`src/rtl/writeback_unit.sv`:
```
// Writeback queue in front of the register-file write port: two valid/ready sources, in-order
// drain of one write per cycle, pending-write mask. Optional forwarding port under WB_FORWARD_EN.
module writeback_unit #(
  parameter int unsigned XLEN  = 64,
  parameter int unsigned DEPTH = 4
) (
  input  logic                     clk,
  input  logic                     reset,
  input  logic                     alu_valid,
  output logic                     alu_ready,
  input  logic [4:0]               alu_rd,
  input  logic [XLEN-1:0]          alu_data,
  input  logic                     mem_valid,
  output logic                     mem_ready,
  input  logic [4:0]               mem_rd,
  input  logic [XLEN-1:0]          mem_data,
  output logic                     reg_write,
  output logic [4:0]               write_reg,
  output logic [XLEN-1:0]          write_data,
  output logic [31:0]              pending,
`ifdef WB_FORWARD_EN
  input  logic [4:0]               fwd_addr,
  output logic                     fwd_hit,
  output logic [XLEN-1:0]          fwd_data,
`endif
  output logic [$clog2(DEPTH):0]   count
);

  localparam int unsigned PW = $clog2(DEPTH);
  localparam int unsigned CW = PW + 1;

  logic [4:0]      rd_q   [DEPTH];
  logic [XLEN-1:0] data_q [DEPTH];
  logic [PW-1:0]   head_q, tail_q, tail_d, alu_slot;
  logic [CW-1:0]   count_q, count_d;
  logic            reg_write_q;
  logic [4:0]      write_reg_q;
  logic [XLEN-1:0] write_data_q;

  logic            mem_push, alu_push, pop;
  logic [DEPTH-1:0] entry_vld;

  // Readiness uses pre-edge occupancy only; a same-edge pop is not credited.
  always_comb begin
    mem_ready = reset && (count_q < CW'(DEPTH));
    alu_ready = reset && ((count_q < CW'(DEPTH - 1)) || ((count_q < CW'(DEPTH)) && !mem_valid));
  end

  always_comb begin
    mem_push = mem_valid && mem_ready && (mem_rd != 5'd0);
    alu_push = alu_valid && alu_ready && (alu_rd != 5'd0);
    pop      = (count_q != '0);
    alu_slot = tail_q + PW'(mem_push);
    tail_d   = tail_q + PW'(mem_push) + PW'(alu_push);
    count_d  = count_q + CW'(mem_push) + CW'(alu_push) - CW'(pop);
  end

  // Mem is enqueued ahead of alu when both push on one edge.
  always_ff @(posedge clk) begin
    if (mem_push) begin
      rd_q[tail_q]   <= mem_rd;
      data_q[tail_q] <= mem_data;
    end
    if (alu_push) begin
      rd_q[alu_slot]   <= alu_rd;
      data_q[alu_slot] <= alu_data;
    end
  end

  always_ff @(posedge clk) begin
    if (!reset) begin
      head_q       <= '0;
      tail_q       <= '0;
      count_q      <= '0;
      reg_write_q  <= 1'b0;
      write_reg_q  <= 5'd0;
      write_data_q <= '0;
    end else begin
      head_q      <= head_q + PW'(pop);
      tail_q      <= tail_d;
      count_q     <= count_d;
      reg_write_q <= pop;
      if (pop) begin
        write_reg_q  <= rd_q[head_q];
        write_data_q <= data_q[head_q];
      end
    end
  end

  // A slot is live when its distance from the head is below the occupancy.
  always_comb begin
    entry_vld = '0;
    for (int unsigned i = 0; i < DEPTH; i++) begin
      entry_vld[i] = ({1'b0, PW'(i) - head_q} < count_q);
    end
  end

  always_comb begin
    pending = '0;
    if (reg_write_q) pending[write_reg_q] = 1'b1;
    for (int unsigned i = 0; i < DEPTH; i++) begin
      if (entry_vld[i]) pending[rd_q[i]] = 1'b1;
    end
    pending[0] = 1'b0;
  end

  assign reg_write  = reg_write_q;
  assign write_reg  = write_reg_q;
  assign write_data = write_data_q;
  assign count      = count_q;

`ifdef WB_FORWARD_EN
  logic [PW-1:0] fwd_idx;

  // Walk oldest to youngest so the last match (youngest) wins.
  always_comb begin
    fwd_hit  = pending[fwd_addr];
    fwd_data = '0;
    fwd_idx  = '0;
    if (reg_write_q && (write_reg_q == fwd_addr)) fwd_data = write_data_q;
    for (int unsigned k = 0; k < DEPTH; k++) begin
      fwd_idx = head_q + PW'(k);
      if (({1'b0, PW'(k)} < count_q) && (rd_q[fwd_idx] == fwd_addr)) fwd_data = data_q[fwd_idx];
    end
    if (!fwd_hit) fwd_data = '0;
  end
`endif

endmodule

```
`config.mk`:
```
export PLATFORM = sky130hd
export DESIGN_NAME = writeback_unit
export DESIGN_NICKNAME = d
export VERILOG_FILES = /design/src/rtl/writeback_unit.sv
export SDC_FILE = /design/constraint.sdc
export NUM_CORES = 1
export LEC_CHECK = 0
export CAP_MARGIN = 20
export CORE_MARGIN = 2
export CORE_UTILIZATION = 43
export DETAILED_ROUTE_END_ITERATION = 7
export MAX_ROUTING_LAYER = met4
export PLACE_DENSITY = 0.65
export SETUP_SLACK_MARGIN = 0.4
export SYNTH_ARGS = -nofsm -noshare
export SYNTH_HDL_FRONTEND = slang
export SYNTH_SLANG_ARGS = --single-unit
```
`constraint.sdc`:
```
create_clock -name clk -period 10.2 [get_ports clk]
set_clock_uncertainty 0.1 [all_clocks]
set_input_delay 2.04 -clock clk [delete_from_list [all_inputs] [get_ports clk]]
set_output_delay 2.04 -clock clk [all_outputs]
set_load 0.005 [all_outputs]
```
==> summary by stage, run 1 <==
Clocking
Once the clock tree was built, the resizer swapped 0 gates to a different size. After clock tree synthesis, the flow added hold-fix buffers numbering 0. The clock latency on the worst-skew pair is 530 ps. In this run the deepest clock path goes through 3 buffers.

In this run, CTS created clock tree buffers numbering 38. The H-tree was split into 2 levels. The number of post-CTS setup repair buffers is 0. After clock tree synthesis, the clock-pin slew on the worst setup and hold paths is approximately 60 ps. Counting every sink on the clock net gives 353.

TritonCTS built the clock tree. The root buffer cell chosen for the clock tree is sky130_fd_sc_hd__clkbuf_16.

Timing
The relative max-transition margin is 18.38%. Setup repair after global routing left no endpoint under its margin. Setup violations remaining at the end of the flow were counted as 0.

After routing, the total negative slack on setup checks comes to 0 ps. The worst path uses 60.90% of the clock period. The count of final hold-check violations is 0.

Hold timing on the final database bottoms out at a slack of ~360 ps. At the pin with the least slew margin, the transition time is 1221 ps. Timing would allow up to 161.0 MHz.

The worst path needs 6212 ps of the cycle, external delays included. The count of pins over their slew limit was 0.

Finish
Leaving out fill and tap cells, the most frequent cell in the layout is sky130_fd_sc_hd__edfxtp_1. The number of flip-flops under the largest register name is 256. The top cell types in the final layout, fill and taps aside, are sky130_fd_sc_hd__edfxtp_1 (276), sky130_fd_sc_hd__clkdlybuf4s50_1 (246), sky130_fd_sc_hd__mux2_2 (234). The area overhead of the layout relative to synthesis is 22.38%. The final instance area is 22170 sq um.

In the final design database the tool counted 1667 nets. The register bank with the most flops is data_q. The layout cell share with drive strength beyond 1 is 25.78%.

Pwr
The sequential share of power is between 30% and 40%. In this run switching power makes up between 30% and 40% of total power. The combinational cell fraction of total power is 33.7%.

The static leakage power is 7.387 nW. The internal power is 3.509 mW. In this run the power density over the cells is around 230 nW/um^2.

The power share of the clock group is between 20% and 30%. Across the VDD grid, the largest voltage drop is between 0.15 and 0.2 mV. The reported net switching power is 1.672 mW.

Floorplanning
The effective utilization at floorplan is 43.39%. The die area is roughly 44000 sq um. The floorplan step set the die height to ~210 um. In this run the core area contains 75 standard-cell rows. The die span in x is 209.3 um. The count of pins on the block boundary is 249. The core outline area is approximately 42000 sq um.

Hold path
The classification of the worst-slack hold path is reg2reg. The startpoint of the tightest hold check path is write_data[20]. The worst hold path depth is 2. For hold timing, the worst endpoint is write_data[20].

Route
The remaining number of nets flagged by the antenna check after routing is 0. After detailed routing, the average wire length per cell comes to 24.07 um. After detailed routing, the number of vias per cell comes to 5.726. The detailed-router iteration count before antenna repair is 5. The routed via count is 11962.

The initial detailed-routing violation count is 866. The overall routed net length is between 50 and 60 mm. The number of remaining DRC errors is 0.

Setup path
Of all nets on the critical path, the largest fanout is 61. At the worst endpoint, the required time is 10380 ps. The capture instance of the worst register-to-register path is data_q[3][47]. The start of the worst register-to-register path is count[2]. For the worst setup path, the data arrival time is 6390 ps. The setup slack on the worst flop-to-flop path is 5670 ps. The worst setup path is launched from a primary input. The cell count of the worst reg-to-reg path is 8. The kind of end point of the critical path is a flop.

The start-to-end type of the worst setup path is in2reg.

Flow run
Max-cap violations in this run came to 0.

Synthesis
After synthesis, the mean cell area works out to 13.97 sq um. Counting flops with an async set or reset pin after synthesis yields a share of 0%. The post-synthesis instance total is 1297. The post-synth net total is 1449. Counting flops and latches in the post-synthesis netlist gives roughly 350.

Yosys mapped the design onto 64 distinct sky130hd cell types. The number of synthesized flops with an enable pin is 276. For this run, the leading register cell type out of synthesis is sky130_fd_sc_hd__edfxtp_1. The post-synthesis instance area is around 18000 sq um. The warning count from the yosys run is 0.

The sequential share of the synthesized area is 54.25%.

Outcome
The run finished with clean final reports.

Global routing
The first global-routing pass estimated roughly 76 mm of wire. The largest net degree at the start of global routing is between 70 and 80. The initial antenna violation count is 5. The via count of the first global-routing pass was 12354. The remaining global-route overflow is 0.

The overall routing resource usage is 23.60%.

Placed design
The post-detailed-placement cell area is 20910 sq um. During placement, the flow inserted port buffers numbering approximately 250. Routability-driven placement finished with a final weighted congestion of between 0.9 and 1. After legalization and detailed placement, the total HPWL measured 31.47 mm.
synth_stat cells (10+ instances only):
cell type	instances	area [sq um]
sky130_fd_sc_hd__edfxtp_1	276	8288
sky130_fd_sc_hd__inv_1	13	48.80
sky130_fd_sc_hd__nand3_1	39	195.2
sky130_fd_sc_hd__buf_6	28	315.3
sky130_fd_sc_hd__buf_2	10	50.05
sky130_fd_sc_hd__mux4_2	69	1554
sky130_fd_sc_hd__mux2_2	234	2635
sky130_fd_sc_hd__dfxtp_1	77	1541
sky130_fd_sc_hd__nand4_1	22	137.6
sky130_fd_sc_hd__a32oi_1	31	271.5
sky130_fd_sc_hd__nand2b_1	10	62.56
sky130_fd_sc_hd__a22oi_1	12	90.09
sky130_fd_sc_hd__a21boi_0	70	525.5
sky130_fd_sc_hd__and2_1	11	68.82
sky130_fd_sc_hd__clkbuf_1	45	168.9
sky130_fd_sc_hd__nand2_1	163	611.8
sky130_fd_sc_hd__nor2_1	19	71.32
sky130_fd_sc_hd__nor2b_1	23	143.9
sky130_fd_sc_hd__mux2_1	42	473.0
power groups by stage:
stage                     clock network, mW  logic [mW]  registers (mW)
final                                  1.39        1.75            2.05
after CTS                              1.42        1.77            2.05
after floorplan                           0        1.09            1.98
after global routing                   1.46        1.90            2.08
after detailed placement                  0        1.76            2.08
after global placement                    0        1.75            2.07
per-layer routing:
metal	up-vias	part of all wire, %	track usage [%]
li1	5476	-	-
met1	6079	43	29.59
met2	318	50	39.28
met3	89	4.3	3.127
met4	0	3.3	8.892
met5	-	0	-
logic make-up after synthesis:
group,count (synthesis),share of synthesized area [%]
compound gates,151,6.685
xor+xnor,6,0.2901
fa+ha+maj,10,0.7321
buf+inv,105,3.425
flops,353,54.25
mux,345,25.73
other cells,1,0.02070
simple gates,326,8.861
how the worst max path moves through the flow:
stage	from	to	slack, ps
6_report	mem_rd[1]	data_q[3][47]	3990
2_1_floorplan	reset	data_q[0][0]	1930
5_1_grt	mem_rd[1]	data_q[3][11]	3780
3_3_place_gp	mem_rd[1]	data_q[3][19]	3510
3_5_place_dp	mem_rd[1]	data_q[3][4]	3430
4_1_cts	mem_rd[1]	data_q[3][26]	3980
critical path: stages:
cell and delay [ps]:
sky130_fd_sc_hd__clkdlybuf4s50_1 480, sky130_fd_sc_hd__or4_1 570, sky130_fd_sc_hd__o211ai_1 460, sky130_fd_sc_hd__inv_1 170
sky130_fd_sc_hd__ha_1 360, sky130_fd_sc_hd__clkinv_1 290, sky130_fd_sc_hd__nor3_4 620, sky130_fd_sc_hd__buf_4 910
sky130_fd_sc_hd__mux2_2 410
layout make-up:
class                      count  area, sq um
antenna                        6        15.01
clock buffer                  47         1036
clock inverter                22        215.2
fill                        3491        19590
inverter                      15        56.30
multi-input combinational    839         7719
sequential                   353         9837
tap                          539        674.4
timing repair buffer         268         2620
through the flow:
stage / util, % / total power [mW] / cells / worst slack (ps)
2_1_floorplan: - / 3.067 / 1297 / 1932
5_1_grt: 53.09 / 5.441 / 2088 / 3785
3_3_place_gp: 50.04 / 3.824 / 2012 / 3510
6_report: 53.10 / 5.181 / 2089 / 3988
4_1_cts: 53.06 / 5.233 / 2083 / 3984
3_5_place_dp: 50.06 / 3.837 / 2014 / 3426
(Power assumes the default switching activity.)
==> run 2: changes to the inputs <==
Settings changed: PLACE_DENSITY 0.65 to 0.68.
Clock period 10.2 ns to 5.2 ns, I/O delays scaled along.
==> run 2 against run 1 <==
  * Register-to-register slack worse by 4000 ps
  * Sequential cell count stayed put
  * Critical path depth stayed put
  * Non-clock buffer count is 12 higher
  * First-iteration DRC count is 9.1% higher
  * Sequential share of layout area is 0.35 points lower
  * Hold slack better by 1.1 ps
  * Via count is 1.4% higher
  * Largest cell class unchanged
==> summary by stage, run 2 (synthesis results as in run 1) <==
Outcome
The flow ran to the end, and the final reports show no timing, DRC or antenna violations.

Finish
Leaving out filler cells and counting taps, the final layout contains ~2100. The finished cells cover 22350 sq um. Leaving out fill and tap cells, the most frequent cell in the layout is sky130_fd_sc_hd__edfxtp_1. Counting the fill cells in the layout gives around 3500. The register with the most flip-flops in the layout has around 260 of them. The register area is 9837 sq um.

The final net count is 1679. The layout cell share with drive strength beyond 1 is between 20% and 30%. Ranked by flip-flop count, first place goes to data_q. The top cell types in the final layout, fill and taps aside, are sky130_fd_sc_hd__edfxtp_1 (276), sky130_fd_sc_hd__clkdlybuf4s50_1 (246), sky130_fd_sc_hd__mux2_2 (234). The combined area of the multi-input logic cells is a little under 8000 sq um. From synthesis to final layout, the design area changed by 23.34%.

Route
The average wire per standard cell is about 24 um. In this run the remaining antenna-violating nets after routing total 0. For this block, the initial DRC count from the detailed router was 945. The first detailed-routing pass took 7 iterations. In the routed layout, each cell is associated on average with a via count of ~5.8. The final layout contains routed wiring with a total length of ~51 mm.

The routed via count is about 12000. The number of remaining DRC errors is 0.

Clocking
The maximum level of the CTS H-tree is 2. The number of buffers inserted by hold repair at cts is 0. TritonCTS built the clock tree. The maximum root-to-sink buffer count is 3. For this design, the sink count on the clock tree is 353.

The CTS clock-pin slew for the worst setup and hold paths is 60 ps. The tree is rooted in a sky130_fd_sc_hd__clkbuf_16. The number of CTS-inserted buffers is 38. The clock latency on the worst-skew pair is 520 ps.

Setup path
The kind of end point of the critical path is an output port. The endpoint required time on the critical path is 4060 ps. The highest fanout seen on the critical path is 27.

For this run, the slowest stage of the critical path takes 520 ps. The data arrival at the endpoint of the critical path is 3410 ps. STA classifies the critical path startpoint as a flop. Walking the worst path, the cells encountered are xnor2_1 > inv_1 > ha_1 > nor2b_1 > a21oi_1 > buf_4 > a32oi_1 > or3b_2 > clkdlybuf4s50_1. The cell at the slowest stage of the critical path is sky130_fd_sc_hd__dfxtp_4.

The critical path is of the reg2out type.

Global routing
Global routing consumed, over all layers together, 23.91% of the routing resources. The via count of the first global-routing pass came to about 13000. The initial antenna violation count is 7. The remaining global-route overflow is 0.

Entering global routing, the biggest net connects 78 pins. The first global-routing pass estimated between 70 and 80 mm of wire.

Timing
The achievable frequency is 219.7 MHz. Adding up every negative setup slack in the final design gives 0 ps. The slew of the pin with the lowest slew margin is between 1000 and 1500 ps. The count of final hold-check violations came to 0. Setup repair after global routing left no endpoint under its margin.

The count of pins over their slew limit is 0. Measured against its own limit, the worst slew margin works out to 32.42%. Setup violations remaining at the end of the flow were counted as 0.

Of the available clock period, the critical path in the final layout requires 87.53%. The minimum clock period is between 4000 and 5000 ps.

Floorplanning
In this run the count of I/O pins placed on the die edge is roughly 250. For this configuration, the core starts out at a cell density of 43.39%. The die covers 43790 sq um. The die span in x is 209.3 um. The core outline area is 41760 sq um. The height of the die is 209.3 um.

In this run the core area contains 75 standard-cell rows.

Pwr
In this run the static leakage power is around 7.4 nW. The maximum resistive drop on vdd is approximately 0.29 mV. In this run the power density over the cells is 451.8 nW/um^2.

Placed design
The placed instance count is 2025. At the end of routability-driven placement, the weighted congestion stood at 0.9562. After detailed placement, the total cell area comes to 21140 sq um. Port buffering added 247 buffers. The HPWL after detailed placement is 33.30 mm.

Flow run
Max-cap violations in this run came to 0.

Hold path
The classification of the worst-slack hold path is reg2reg.
-- run 2: cell types whose count changed in the layout (fill, tap and decap cells not counted), sizes merged --
cell | previous run | this run
diode | 6 | 8
bufinv | 4 | 1
clkbuf | 47 | 61
inv | 16 | 15
clkinv | 17 | 7
buf | 22 | 34
-- run 2: routing by layer --
layer / wire, um / GRT usage [%] / vias up
met1: 20880 / 29.56 / 6117
met3: 2833 / 3.846 / 84
met5: 0 / - / -
met4: 1564 / 7.833 / 0
met2: 25920 / 40.29 / 413
li1: - / - / 5511
-- run 2: worst paths after layout --
| path | start | slack [ps] | cells past startpoint | endpoint |
|---|---|---|---|---|
| worst max-delay path | head_q[1] | 650 | 9 | pending[15] |
| worst min-delay path | write_data[15] | 360 | 2 | write_data[15] |
| worst max register to register | count[2] | 1690 | 8 | data_q[3][13] |
| worst min register to register | write_data[15] | 360 | 2 | write_data[15] |
-- run 2: where the power goes --
| part | internal, mW | switching (mW) | total (mW) | leakage (nW) |
|---|---|---|---|---|
| logic | 1.73 | 1.89 | 3.62 | 3.72 |
| clock network | 1.50 | 1.07 | 2.57 | 0.566 |
| registers | 3.59 | 0.314 | 3.91 | 3.16 |
-- run 2: timing repair --
action / in CTS / in global routing
resized for setup: 0 / 1
setup buffers: 0 / 1
endpoints found under the setup margin: 0 / 7
-- run 2: metrics by stage --
step / worst slack, ps / utilization, % / hold slack (ps) / total power [mW]
final: 648.3 / 53.51 / 363.0 / 10.10
after global routing: 462.9 / 53.51 / 390.3 / 10.61
after CTS: 511.5 / 53.42 / 366.5 / 10.16
after detailed placement: 520.0 / 50.63 / 358.2 / 7.576
after global placement: 591.1 / 50.63 / 353.3 / 7.526
after floorplan: 92.82 / - / 357.5 / 6.001
-- run 2: area by class of cell --
type / instances / area share [%]
multi-input combinational: 839 / 34.56
clock buffer: 61 / 4.916
antenna: 8 / 0.08959
inverter: 15 / 0.2520
timing repair buffer: 280 / 12.86
tap: 539 / 3.018
clock inverter: 8 / 0.2912
sequential: 353 / 44.02
-- run 2: critical path, delay by kind of cell (launching register included) --
kind | cells | cell delay (ps)
adders and majority gates | 1 | 260
buffers and inverters | 3 | 780
and+or+nand+nor | 2 | 660
DFF | 1 | 520
AOI/OAI and AO/OA | 2 | 470
xor gates and xnor gates | 1 | 190
==> run 3: changes to the inputs <==
Settings changed: CTS_CLUSTER_SIZE set to 25.
==> results of run 3 <==
The final DEF is identical to that of run 2; final timing and power are the same.
